==> src/rtl/sap_ctrl_seq.sv <==
// Control sequencer for the 8-bit bus CPU: a T1..T6 ring counter plus HALT,
// decoding the IR opcode into the bus read/write strobes of every register.
module sap_ctrl_seq #(
  parameter int OPW       = 4,
  parameter bit EARLY_END = 1'b0
) (
  input  logic           clk,
  input  logic           clr,
  input  logic           run,
  input  logic [OPW-1:0] opcode,
  output logic           pc_inc,
  output logic           pc_rd,
  output logic           mar_wr,
  output logic           ram_rd,
  output logic           ir_wr,
  output logic           ir_rd,
  output logic           a_wr,
  output logic           a_rd,
  output logic           b_wr,
  output logic           alu_sub,
  output logic           alu_rd,
  output logic           out_wr,
  output logic [5:0]     tstate,
  output logic           halted
);

  typedef enum logic [2:0] {T1, T2, T3, T4, T5, T6, HALT} state_t;

  localparam logic [OPW-1:0] OP_LDA = OPW'(4'b0000);
  localparam logic [OPW-1:0] OP_ADD = OPW'(4'b0001);
  localparam logic [OPW-1:0] OP_SUB = OPW'(4'b0010);
  localparam logic [OPW-1:0] OP_OUT = OPW'(4'b1110);
  localparam logic [OPW-1:0] OP_HLT = OPW'(4'b1111);

  // Control word bit masks, ordered as the output concatenation below.
  localparam logic [11:0] C_PC_INC  = 12'h800;
  localparam logic [11:0] C_PC_RD   = 12'h400;
  localparam logic [11:0] C_MAR_WR  = 12'h200;
  localparam logic [11:0] C_RAM_RD  = 12'h100;
  localparam logic [11:0] C_IR_WR   = 12'h080;
  localparam logic [11:0] C_IR_RD   = 12'h040;
  localparam logic [11:0] C_A_WR    = 12'h020;
  localparam logic [11:0] C_A_RD    = 12'h010;
  localparam logic [11:0] C_B_WR    = 12'h008;
  localparam logic [11:0] C_ALU_SUB = 12'h004;
  localparam logic [11:0] C_ALU_RD  = 12'h002;
  localparam logic [11:0] C_OUT_WR  = 12'h001;

  state_t      state, state_next;
  logic [11:0] ctrl;
  logic        is_lda, is_add, is_sub, is_out, is_hlt, is_nop;

  always_ff @(posedge clk or posedge clr) begin
    if (clr) state <= T1;
    else     state <= state_next;
  end

  assign is_lda = (opcode == OP_LDA);
  assign is_add = (opcode == OP_ADD);
  assign is_sub = (opcode == OP_SUB);
  assign is_out = (opcode == OP_OUT);
  assign is_hlt = (opcode == OP_HLT);
  assign is_nop = !(is_lda || is_add || is_sub || is_out || is_hlt);

  // Fetch words ignore the opcode; execute words decode it from T4 onwards.
  always_comb begin
    ctrl       = '0;
    state_next = state;
    case (state)
      T1: begin ctrl = C_PC_RD | C_MAR_WR; state_next = T2; end
      T2: begin ctrl = C_PC_INC;           state_next = T3; end
      T3: begin ctrl = C_RAM_RD | C_IR_WR; state_next = T4; end
      T4: begin
        if (is_lda || is_add || is_sub) ctrl = C_IR_RD | C_MAR_WR;
        else if (is_out)                ctrl = C_A_RD | C_OUT_WR;
        if (is_hlt)                                state_next = HALT;
        else if (EARLY_END && (is_out || is_nop))  state_next = T1;
        else                                       state_next = T5;
      end
      T5: begin
        if (is_lda)               ctrl = C_RAM_RD | C_A_WR;
        else if (is_add || is_sub) ctrl = C_RAM_RD | C_B_WR;
        state_next = (EARLY_END && is_lda) ? T1 : T6;
      end
      T6: begin
        if (is_add)      ctrl = C_ALU_RD | C_A_WR;
        else if (is_sub) ctrl = C_ALU_RD | C_A_WR | C_ALU_SUB;
        state_next = T1;
      end
      HALT:    state_next = HALT;
      default: state_next = T1;
    endcase
    if (!run) state_next = state;
  end

  // clr forces every strobe low even though the state already reads T1.
  assign {pc_inc, pc_rd, mar_wr, ram_rd, ir_wr, ir_rd,
          a_wr, a_rd, b_wr, alu_sub, alu_rd, out_wr} = clr ? 12'h000 : ctrl;

  always_comb begin
    tstate = 6'b000000;
    case (state)
      T1:      tstate = 6'b000001;
      T2:      tstate = 6'b000010;
      T3:      tstate = 6'b000100;
      T4:      tstate = 6'b001000;
      T5:      tstate = 6'b010000;
      T6:      tstate = 6'b100000;
      default: tstate = 6'b000000;
    endcase
  end

  assign halted = (state == HALT);

endmodule

==> config.mk <==
export PLATFORM = sky130hd
export DESIGN_NAME = sap_ctrl_seq
export DESIGN_NICKNAME = d
export VERILOG_FILES = /design/src/rtl/sap_ctrl_seq.sv
export SDC_FILE = /design/constraint.sdc
export NUM_CORES = 1
export LEC_CHECK = 0
export BUFFER_PORTS_ARGS = -buffer_cell sky130_fd_sc_hd__buf_4
export CORE_AREA = 4 4 41 43
export CTS_BUF_LIST = sky130_fd_sc_hd__clkbuf_8
export CTS_CLUSTER_SIZE = 28
export DETAILED_ROUTE_END_ITERATION = 8
export DIE_AREA = 0 0 45 47
export SLEW_MARGIN = 15
export SYNTH_ARGS = -nofsm -noshare
export SYNTH_HDL_FRONTEND = slang
export SYNTH_SLANG_ARGS = --single-unit
==> constraint.sdc <==
create_clock -name clk -period 1.35 [get_ports clk]
set_clock_uncertainty 0.15 [all_clocks]
set_input_delay 0.135 -clock clk [delete_from_list [all_inputs] [get_ports clk]]
set_output_delay 0.135 -clock clk [all_outputs]
set_load 0.02 [all_outputs]
==> results of run 1 <==
==> layout make-up <==
cell class | count | share of cell area [%]
multi-input cells | 37 | 40.93
clock inverters | 1 | 0.4093
clock buffers | 3 | 4.502
flip-flops and latches | 3 | 8.595
repair buffers | 44 | 42.70
well taps | 15 | 2.046
inverters | 2 | 0.8186
==> synth_stat cells <==
master	instances	area, µm²
mux2i_1	1	10.01
nor4_1	2	12.51
and4b_1	1	10.01
a2111oi_4	1	27.53
a211oi_1	1	7.510
inv_1	2	7.510
nand2b_1	2	12.51
a21o_1	1	7.510
and2_4	1	8.760
xor2_1	1	8.760
nand4_1	1	6.260
a21o_2	1	8.760
dfrtp_1	3	75.07
nand3b_1	1	7.510
o21ai_0	1	5.000
nor2_1	6	22.52
nand2_1	6	22.52
or2_1	1	6.260
a21oi_1	1	5.000
buf_2	2	10.01
buf_4	1	7.510
buf_6	1	11.26
or3_1	1	6.260
and3_1	1	6.260
and3b_1	1	8.760
nor3b_2	1	12.51
nor3_1	4	20.02
==> cell families after synthesis <==
| logic type | count (synthesis) | share of synthesized area (%) |
|---|---|---|
| XOR/XNOR | 1 | 2.474 |
| multiplexers | 1 | 2.827 |
| AO/OA/AOI/OAI | 6 | 17.31 |
| buffers and inverters | 6 | 10.25 |
| AND/OR/NAND/NOR | 29 | 45.94 |
| flip-flops | 3 | 21.20 |
==> repair_timing <==
item / 4_1_cts / 5_1_grt
setup buffers: 1 / 1
resized for setup: 17 / 12
gates cloned: 0 / 0
hold endpoints to repair: 4 / 0
hold buffers: 2 / 0
setup endpoints to repair: 20 / 20
pin swaps: 11 / 5
==> critical path, cell delays in order (launching register included) <==
cell	delay, ps
dfrtp_2	420
and3b_2	220
and2_4	130
or2_4	220
buf_6	130
==> stage by stage <==
step,power (mW),area [µm²]
finish,1.461,917.1
global route,1.547,917.1
CTS,1.382,865.8
detailed placement,0.9999,724.4
global placement,0.9976,724.4
floorplan,0.6428,434.2
==> worst max-delay path by stage <==
stage / slack, ps / endpoint / cells after the start / start
floorplan: -110 / mar_wr / 4 / state[1]$_DFFE_PP0P_
global placement: -90 / mar_wr / 4 / state[1]$_DFFE_PP0P_
detailed placement: -100 / mar_wr / 4 / state[0]$_DFFE_PP0P_
CTS: -290 / mar_wr / 4 / state[1]$_DFFE_PP0P_
global route: -330 / mar_wr / 4 / state[0]$_DFFE_PP0P_
finish: -280 / mar_wr / 4 / state[1]$_DFFE_PP0P_
==> routing by layer <==
metal  routed length [µm]  vias to the layer above  global-route usage [%]
met5                    0                        -                       0
met2                  779                       25                   28.53
li1                     -                      251                       -
met3                  130                        3                   2.682
met4                   24                        0                   10.53
met1                  513                      234                   15.79
==> cells in the final DEF (no fill, tap or decap), types with 2 or more instances in the layout <==
cell type      instances
inv_1                  3
dlygate4sd3_1          2
buf_4                 27
nor4_4                 2
nand2_1                4
dfrtp_2                3
nand2b_4               2
nor2_2                 5
clkbuf_8               3
buf_6                 15
nor3_4                 3
nand2_2                2
==> power groups by stage <==
stage          registers [mW]  logic [mW]  clock network [mW]
5_1_grt                 0.193        1.08               0.271
4_1_cts                 0.176       0.943               0.263
6_report                0.185        1.02               0.258
3_5_place_dp            0.178       0.822                   0
3_3_place_gp            0.178       0.819                   0
2_1_floorplan           0.143       0.499                   0
==> summary.md, run 1 <==
| Metric | Value |
|---|---|
| CP startpoint kind | `register` |
| Core area | `1301 µm²` |
| Slew HR | `81.12%` |
| Root buf cell | `clkbuf_8` |
| Slew @ Worst Pin | `283.2 ps` |
| Int Pwr | `approximately 0.83 mW` |
| Max cap viols | `0` |
| #FFs+latches synth | `3` |
| WP data arrival | `about 1400 ps` |
| CTS tree | `yes` |
| Fin util | `70.48%` |
| First-pass GRT wire length | `2332 µm` |
| NetSw | `roughly 0.63 mW` |
| Pwr/cell area | `1593 nW/µm²` |
| Min-delay src | `opcode[0]` |
| Post-place setup slack | `-95.90 ps` |
| Vias in the first global route | `557` |
| Top Registers | `state: 3 flops` |
| Detailed-route wire length | `1447 µm` |
| Final ANT Viol Nets | `0` |
| Num CTS Buffers | `3` |
| Share of cells above drive strength 1 | `80.00%` |
| CTS max path bufs | `2` |
| FF-to-FF setup slack | `-20 ps` |
| Register Area | `78.83 µm²` |
| ANT cells | `0` |
| Hold endpoint | `state[1]$_DFFE_PP0P_` |
| Worst-case vdd ir drop | `0.9367 mV` |
| Clock Latency Late Sink | `220 ps` |
| H-tree depth | `1` |
| Net Sw Frac | `42.98%` |
| R2R depth | `4` |
| Post-layout minimum cycle time | `~1600 ps` |
| Post-layout net count | `slightly below 100` |
| Reg with most FFs | `state` |
| Fmax | `612.9 MHz` |
| Setup ws final | `-281.6 ps` |
| Setup tns final | `-3374 ps` |
| Grt total ovfl | `0` |
| Synth Cell Area | `between 300 and 400 µm²` |
| Max FFs per register | `3` |
| Share of total power in sequential cells | `12.7%` |
| Outcome | `finished with violations` |
| Setup Viol. Count Final | `20` |
| Full die area | `2115 µm²` |
| Post-synthesis sequential area ratio | `a little over a fifth` |
| Largest net degree at the start of global routing | `9` |
| Comb power frac | `69.7%` |
| Clock share of power | `17.7%` |
| Die X-Extent | `between 40 and 50 µm` |
| Clock transition at path regs | `about 30 ps` |
| Layout overhead on the synthesized area | `159.0%` |
| Slew Limit Fails | `0` |
| Tcrit/Tclk final | `120.9%` |
| IO buf count | `25` |
| Routed vias/inst | `4.886` |
| Lkg Pwr | `0.4279 nW` |
| Ports | `26` |
| HP Class | `in2reg` |
| Vias | `~510` |
| Syn nets | `53` |
| FF-to-FF End | `state[1]$_DFFE_PP0P_` |
| Cells after synthesis | `46` |
| Final Hold Fails | `0` |
| WL/cell | `between 10 and 15 µm` |
| Die Ht | `47 µm` |
| Fillers | `approximately 110` |
| Netlist cell types | `27` |
| Global Route Usage Sum | `15.44%` |
| RR Startpoint | `state[0]$_DFFE_PP0P_` |
| RSZ-0062 raised after global routing | `true` |
| Layout Cells excl Fill | `105` |
| Mean post-synth cell area | `7.698 µm²` |
| Drt first-iter violations | `4` |
| Hold_ws | `278.8 ps` |
| Req. time, crit path | `1070 ps` |
| DRT Pass-1 Iters | `4` |
| Maximum fanout along the worst path | `4` |
| Crit end category | `output port` |
| Initial Util | `27.21%` |
| Post-placement cell count | `97` |
| Yosys warns | `0` |
| Multi-input gate area | `375.4 µm²` |
| Clock tree sinks | `3` |
| Hold Path Depth | `4` |
| Hpwl dp | `1036 µm` |
| Critical path class | `reg2out` |
| Failing checks | `negative setup slack` |
| Initial antenna violation count | `0` |
| Routability cong. | `about 0.74` |
| Row count | `13` |
| Detailed-route DRC error count | `0` |
(Power assumes the default switching activity.)
==> run 2, diff against run 1 <==
- CORE_AREA: 4 4 41 43 -> 2 2 39 41
- DIE_AREA: 0 0 45 47 -> 0 0 41 43
==> run 2 against run 1 <==
  * The run still ends with negative setup slack left
  * Total power is 15% higher
  * Clock-buffer cell count stayed put
  * Final area rose by 9.0%
  * Critical path type unchanged
==> summary.md, run 2 (synthesis results as in run 1) <==
| Metric | Value |
|---|---|
| Layout overhead on the synthesized area | `182.3% (was 159.0%)` |
| IO buf count | `25 (unchanged)` |
| Most common cell after layout, fill and taps aside | `buf_4 (unchanged)` |
| Min-delay src | `opcode[0] (unchanged)` |
| Worst path cell trace | `and3b_2 > and2_4 > or2_4 > buf_6 (unchanged)` |
| Outcome | `finished with violations (unchanged)` |
| Post-place setup slack | `-69.37 ps (was -95.90 ps)` |
| Row count | `14 (was 13)` |
| Hpwl dp | `935.4 µm (was 1036 µm)` |
| Final ANT Viol Nets | `0 (unchanged)` |
| Post-layout minimum cycle time | `1635 ps (was 1632 ps)` |
| Slowest-stage cell, CP | `dfrtp_1 (was dfrtp_2)` |
| Hold Path Depth | `4 (unchanged)` |
| Root buf cell | `clkbuf_8 (unchanged)` |
| Global Route Usage Sum | `16.52% (was 15.44%)` |
| Slew Limit Fails | `0 (unchanged)` |
| WL/cell | `12.42 µm (was 13.78 µm)` |
| Family with the most delay on the worst path | `simple AND/OR/NAND/NOR gates (unchanged)` |
| Final Hold Fails | `0 (unchanged)` |
| Lkg Pwr | `0.4682 nW (was 0.4279 nW)` |
| Die Ht | `43 µm (was 47 µm)` |
| Slew HR | `79.96% (was 81.12%)` |
| First-pass GRT wire length | `2014 µm (was 2332 µm)` |
| Net Sw Frac | `41.89% (was 42.98%)` |
| Initial Util | `25.59% (was 27.21%)` |
| Layout Cells excl Fill | `110 (was 105)` |
| RSZ-0062 raised after global routing | `true (unchanged)` |
| Fmax | `611.8 MHz (was 612.9 MHz)` |
| RR Startpoint | `state[0]$_DFFE_PP0P_ (unchanged)` |
| Core area | `1384 µm² (was 1301 µm²)` |
| WP data arrival | `1350 ps (about the same)` |
| Num CTS Buffers | `3 (unchanged)` |
| Slew @ Worst Pin | `300.6 ps (was 283.2 ps)` |
| Crit. Startpoint | `state[0]$_DFFE_PP0P_ (was state[1]$_DFFE_PP0P_)` |
| Clock tree sinks | `3 (unchanged)` |
| Grt total ovfl | `0 (unchanged)` |
| Vias | `512 (was 513)` |
| WP buf/inv | `1 (unchanged)` |
| Drt first-iter violations | `2 (was 4)` |
| ANT cells | `0 (unchanged)` |
| DRT Pass-1 Iters | `2 (was 4)` |
| Detailed-route DRC error count | `0 (unchanged)` |
| Worst-case vdd ir drop | `1.074 mV (was 0.9367 mV)` |
| Full die area | `1763 µm² (was 2115 µm²)` |
| Tcrit/Tclk final | `121.1% (was 120.9%)` |
| FF-to-FF End | `state[1]$_DFFE_PP0P_ (unchanged)` |
| Post-placement cell count | `99 (was 97)` |
| Share of total power in sequential cells | `10.7% (was 12.7%)` |
| Crit end category | `output port (unchanged)` |
| Req. time, crit path | `1070 ps (about the same)` |
| Clock transition at path regs | `30 ps (about the same)` |
| Maximum fanout along the worst path | `5 (was 4)` |
| CTS max path bufs | `2 (unchanged)` |
| Pwr/cell area | `1683 nW/µm² (was 1593 nW/µm²)` |
| Setup Viol. Count Final | `19 (was 20)` |
| Clock Latency Late Sink | `210 ps (was 220 ps)` |
| CP startpoint kind | `register (unchanged)` |
| FF-to-FF setup slack | `40 ps (was -20 ps)` |
| Vias in the first global route | `499 (was 557)` |
| Int Pwr | `0.9776 mW (was 0.8331 mW)` |
| Clock share of power | `14.9% (was 17.7%)` |
| Max cap viols | `0 (unchanged)` |
| Commonest non-fill, non-tap cells in the layout | `24 x buf_4, 21 x buf_6, 4 x nor3_4 (was 27 x buf_4, 15 x buf_6, 5 x nor2_2)` |
| Initial antenna violation count | `0 (unchanged)` |
| NetSw | `0.7047 mW (was 0.6279 mW)` |
| Largest net degree at the start of global routing | `9 (unchanged)` |
| Critical path class | `reg2out (unchanged)` |
| Setup ws final | `-284.6 ps (was -281.6 ps)` |
| H-tree depth | `1 (unchanged)` |
| Die X-Extent | `41 µm (was 45 µm)` |
| Routed vias/inst | `4.655 (was 4.886)` |
| Worst path max stage delay | `420 ps (about the same)` |
| Share of cells above drive strength 1 | `81.91% (was 80.00%)` |
| Detailed-route wire length | `1366 µm (was 1447 µm)` |
| Max FFs per register | `3 (unchanged)` |
| CTS tree | `yes (unchanged)` |
| R2R depth | `5 (was 4)` |
| Post-layout net count | `102 (was 98)` |
| Routability cong. | `0.7224 (was 0.7395)` |
| Hold endpoint | `state[1]$_DFFE_PP0P_ (unchanged)` |
| HP Class | `in2reg (unchanged)` |
| Comb power frac | `74.4% (was 69.7%)` |
| Top Registers | `state: 3 flops (unchanged)` |
| Ports | `26 (unchanged)` |
| Reg with most FFs | `state (unchanged)` |
| Failing checks | `negative setup slack (unchanged)` |
run 2: changes by cell type in the layout (fill, tap and decap cells not counted), sizes merged:
cell and change:
buf +4
run 2: cell type report:
cell class	count	area, µm²
tap	16	20.02
fill	106	384.1
inverter	2	7.507
clock inverter	1	3.754
sequential	3	76.32
clock buffer	3	41.29
timing repair buffer	48	451.7
multi-input combinational	37	399.1
run 2: power groups by stage:
stage	Sequential [mW]	Clock [mW]	Combinational (mW)
finish	0.180	0.251	1.25
global route	0.187	0.269	1.33
CTS	0.174	0.255	1.02
detailed placement	0.169	0	0.858
global placement	0.165	0	0.862
floorplan	0.143	0	0.499
run 2: routing by layer:
layer	GRT usage, %	routed length (µm)
met1	19.48	515
met3	1.571	43
met4	6.000	0
met2	28.75	808
met5	0	0
run 2: worst min-delay path, delay by kind of cell:
kind | cells | cell delay [ps]
compound gates | 2 | 230
simple gates | 1 | 100
buf+inv | 1 | 140
run 2: worst max-delay path by stage:
stage	to	cells after the start
2_1_floorplan	mar_wr	4
3_3_place_gp	mar_wr	4
3_5_place_dp	mar_wr	4
4_1_cts	mar_wr	4
5_1_grt	mar_wr	4
6_report	mar_wr	4
run 2: metrics by stage:
stage          power [mW]  setup TNS [ps]  cell area [µm²]  utilization (%)  hold WS [ps]
2_1_floorplan      0.6428          -503.6            434.2                -        -256.4
3_3_place_gp        1.027          -154.7            733.2            52.98         61.69
3_5_place_dp        1.027          -234.9            733.2            52.98         58.65
4_1_cts             1.450           -3481            893.4            64.56         288.3
5_1_grt             1.782           -4054            999.7            72.24         304.4
6_report            1.682           -3067            999.7            72.24         279.6
run 2: repair_timing:
| item | CTS | global route |
|---|---|---|
| setup buffers | 2 | 3 |
| hold buffers | 2 | 0 |
| pin swaps | 9 | 7 |
| hold endpoints to repair | 4 | 0 |
| setup endpoints to repair | 19 | 20 |
| gates resized for setup | 20 | 22 |
==> run 3, diff against run 2 <==
- PLACE_DENSITY: default -> 0.56
==> run 3 against run 2 <==
  * The flow still finishes with violations (negative setup slack)
  * Wire length up 8.3%
  * Clock-buffer cell count stayed put
  * Critical path depth unchanged
  * Combinational power about the same
  * Sequential power rose by 4%
  * Largest power group unchanged
  * Final cell count stayed put
  * Final area rose by 1.1%
  * Total power rose by 1.5%
==> summary.md, run 3 (synthesis results as in run 1) <==
| Metric | Value |
|---|---|
| Full die area | `1763 µm² (unchanged)` |
| Final Hold Fails | `0 (unchanged)` |
| Root buf cell | `clkbuf_8 (unchanged)` |
| CTS max path bufs | `2 (unchanged)` |
| Tcrit/Tclk final | `122.3% (was 121.1%)` |
| WP data arrival | `1370 ps (was 1350 ps)` |
| IO buf count | `25 (unchanged)` |
| Slew @ Worst Pin | `314.0 ps (was 300.6 ps)` |
| Worst-case vdd ir drop | `0.9589 mV (was 1.074 mV)` |
| Initial Util | `25.59% (unchanged)` |
| Setup ws final | `-301.1 ps (was -284.6 ps)` |
| Max FFs per register | `3 (unchanged)` |
| Tot Pwr | `1.707 mW (was 1.682 mW)` |
| Reg with most FFs | `state (unchanged)` |
| Worst path cell trace | `and3b_2 > and2_4 > or2_4 > buf_6 (unchanged)` |
| Max cap viols | `0 (unchanged)` |
| Clock transition at path regs | `30 ps (about the same)` |
| Maximum fanout along the worst path | `4 (was 5)` |
| Hpwl dp | `997.7 µm (was 935.4 µm)` |
| Multi-input gate area | `395.4 µm² (was 399.1 µm²)` |
| Clock Latency Late Sink | `220 ps (was 210 ps)` |
| Share of cells above drive strength 1 | `82.98% (was 81.91%)` |
| Num CTS Buffers | `3 (unchanged)` |
| Most common cell after layout, fill and taps aside | `buf_6 (was buf_4)` |
| Req. time, crit path | `1070 ps (about the same)` |
| Crit end category | `output port (unchanged)` |
| RSZ-0062 raised after global routing | `true (unchanged)` |
| Top Registers | `state: 3 flops (unchanged)` |
| Hold_ws | `287.2 ps (was 279.6 ps)` |
| Critical path class | `reg2out (unchanged)` |
| Detailed-route DRC error count | `0 (unchanged)` |
| Core area | `1384 µm² (unchanged)` |
| H-tree depth | `1 (unchanged)` |
| Setup tns final | `-3446 ps (was -3067 ps)` |
| Lkg Pwr | `0.4736 nW (was 0.4682 nW)` |
| Outcome | `finished with violations (unchanged)` |
| Slew HR | `79.07% (was 79.96%)` |
| Final ANT Viol Nets | `0 (unchanged)` |
| DRT Pass-1 Iters | `2 (unchanged)` |
| Ports | `26 (unchanged)` |
| Clock tree sinks | `3 (unchanged)` |
| Setup Viol. Count Final | `20 (was 19)` |
| Row count | `14 (unchanged)` |
| Failing checks | `negative setup slack (unchanged)` |
| Die X-Extent | `41 µm (unchanged)` |
| CTS tree | `yes (unchanged)` |
| Slew Limit Fails | `0 (unchanged)` |
| WL/cell | `13.45 µm (was 12.42 µm)` |
| Vias | `524 (was 512)` |
| Worst path max stage delay | `450 ps (was 420 ps)` |
| Drt first-iter violations | `2 (unchanged)` |
| Pwr/cell area | `1689 nW/µm² (was 1683 nW/µm²)` |
| Global Route Usage Sum | `19.64% (was 16.52%)` |
| Post-layout net count | `102 (unchanged)` |
| Layout overhead on the synthesized area | `185.5% (was 182.3%)` |
| Fillers | `111 (was 106)` |
| Register Area | `77.57 µm² (was 76.32 µm²)` |
| Commonest non-fill, non-tap cells in the layout | `26 x buf_6, 20 x buf_4 (was 24 x buf_4, 21 x buf_6, 4 x nor3_4)` |
| First-pass GRT wire length | `2346 µm (was 2014 µm)` |
| Slowest-stage cell, CP | `dfrtp_2 (was dfrtp_1)` |
| Initial antenna violation count | `0 (unchanged)` |
| Routed vias/inst | `4.764 (was 4.655)` |
| CP startpoint kind | `register (unchanged)` |
| Die Ht | `43 µm (unchanged)` |
| Largest net degree at the start of global routing | `7 (was 9)` |
| Grt total ovfl | `0 (unchanged)` |
| Fmax | `605.6 MHz (was 611.8 MHz)` |
| HP Class | `in2reg (unchanged)` |
| Post-layout minimum cycle time | `1651 ps (was 1635 ps)` |
| ANT cells | `0 (unchanged)` |
| Routability cong. | `0.7075 (was 0.7224)` |
| Vias in the first global route | `521 (was 499)` |
| Detailed-route wire length | `1480 µm (was 1366 µm)` |
[run 3: area by class of cell]
cell class,instances,share of cell area (%)
inverters,2,0.9901
flip-flops and latches,3,7.673
clock inverters,1,0.3713
well taps,16,1.980
repair buffers,48,45.79
clock buffers,3,4.084
multi-input cells,37,39.11
[run 3: critical path: cells and delay by family, from the launching register on]
kind	cells	cell delay (ps)
and+or+nand+nor	3	570
DFF	1	450
buffers and inverters	1	130
[run 3: path summary, 6_finish.rpt]
| path | start | endpoint | slack [ps] | cells after the start |
|---|---|---|---|---|
| hold / removal | opcode[0] | state[1]$_DFFE_PP0P_ | 290 | 4 |
| hold reg to reg | state[2]$_DFFE_PP0P_ | state[2]$_DFFE_PP0P_ | 650 | 4 |
| setup / recovery | state[1]$_DFFE_PP0P_ | mar_wr | -300 | 4 |
| setup reg to reg | state[0]$_DFFE_PP0P_ | state[1]$_DFFE_PP0P_ | -30 | 5 |
| max in group asynchronous | clr | state[0]$_DFFE_PP0P_ | 390 | 5 |
| min in group asynchronous | clr | state[1]$_DFFE_PP0P_ | 540 | 5 |
[run 3: what timing repair did]
item / 4_1_cts / 5_1_grt
setup buffers: 6 / 0
gates cloned: 0 / 0
resized for setup: 29 / 19
setup endpoints to repair: 19 / 20
pin swaps: 13 / 6
hold buffers: 2 / 0
endpoints found under the hold margin: 4 / 0
[run 3: per-stage QoR]
| stage | instance area (µm²) | setup WS [ps] | utilization (%) | cells |
|---|---|---|---|---|
| floorplan | 434.2 | -107.8 | - | 46 |
| global placement | 733.2 | -85.82 | 52.98 | 99 |
| detailed placement | 733.2 | -95.62 | 52.98 | 99 |
| CTS | 950.9 | -296.7 | 68.72 | 111 |
| global route | 1011 | -325.6 | 73.06 | 110 |
| finish | 1011 | -301.1 | 73.06 | 110 |
[run 3: per-layer routing]
layer | GRT usage (%) | vias up | part of all wire (%)
li1 | - | 259 | -
met1 | 23.05 | 241 | 39
met2 | 33.13 | 24 | 54
met3 | 4.712 | 0 | 6.9
met4 | 6.000 | 0 | 0
met5 | 0 | - | 0
[run 3: power by group]
group	internal [mW]	leakage (nW)	total [mW]	switching, mW
logic	0.670	0.412	1.27	0.596
registers	0.129	0.0349	0.187	0.0576
clock network	0.194	0.0269	0.255	0.0608
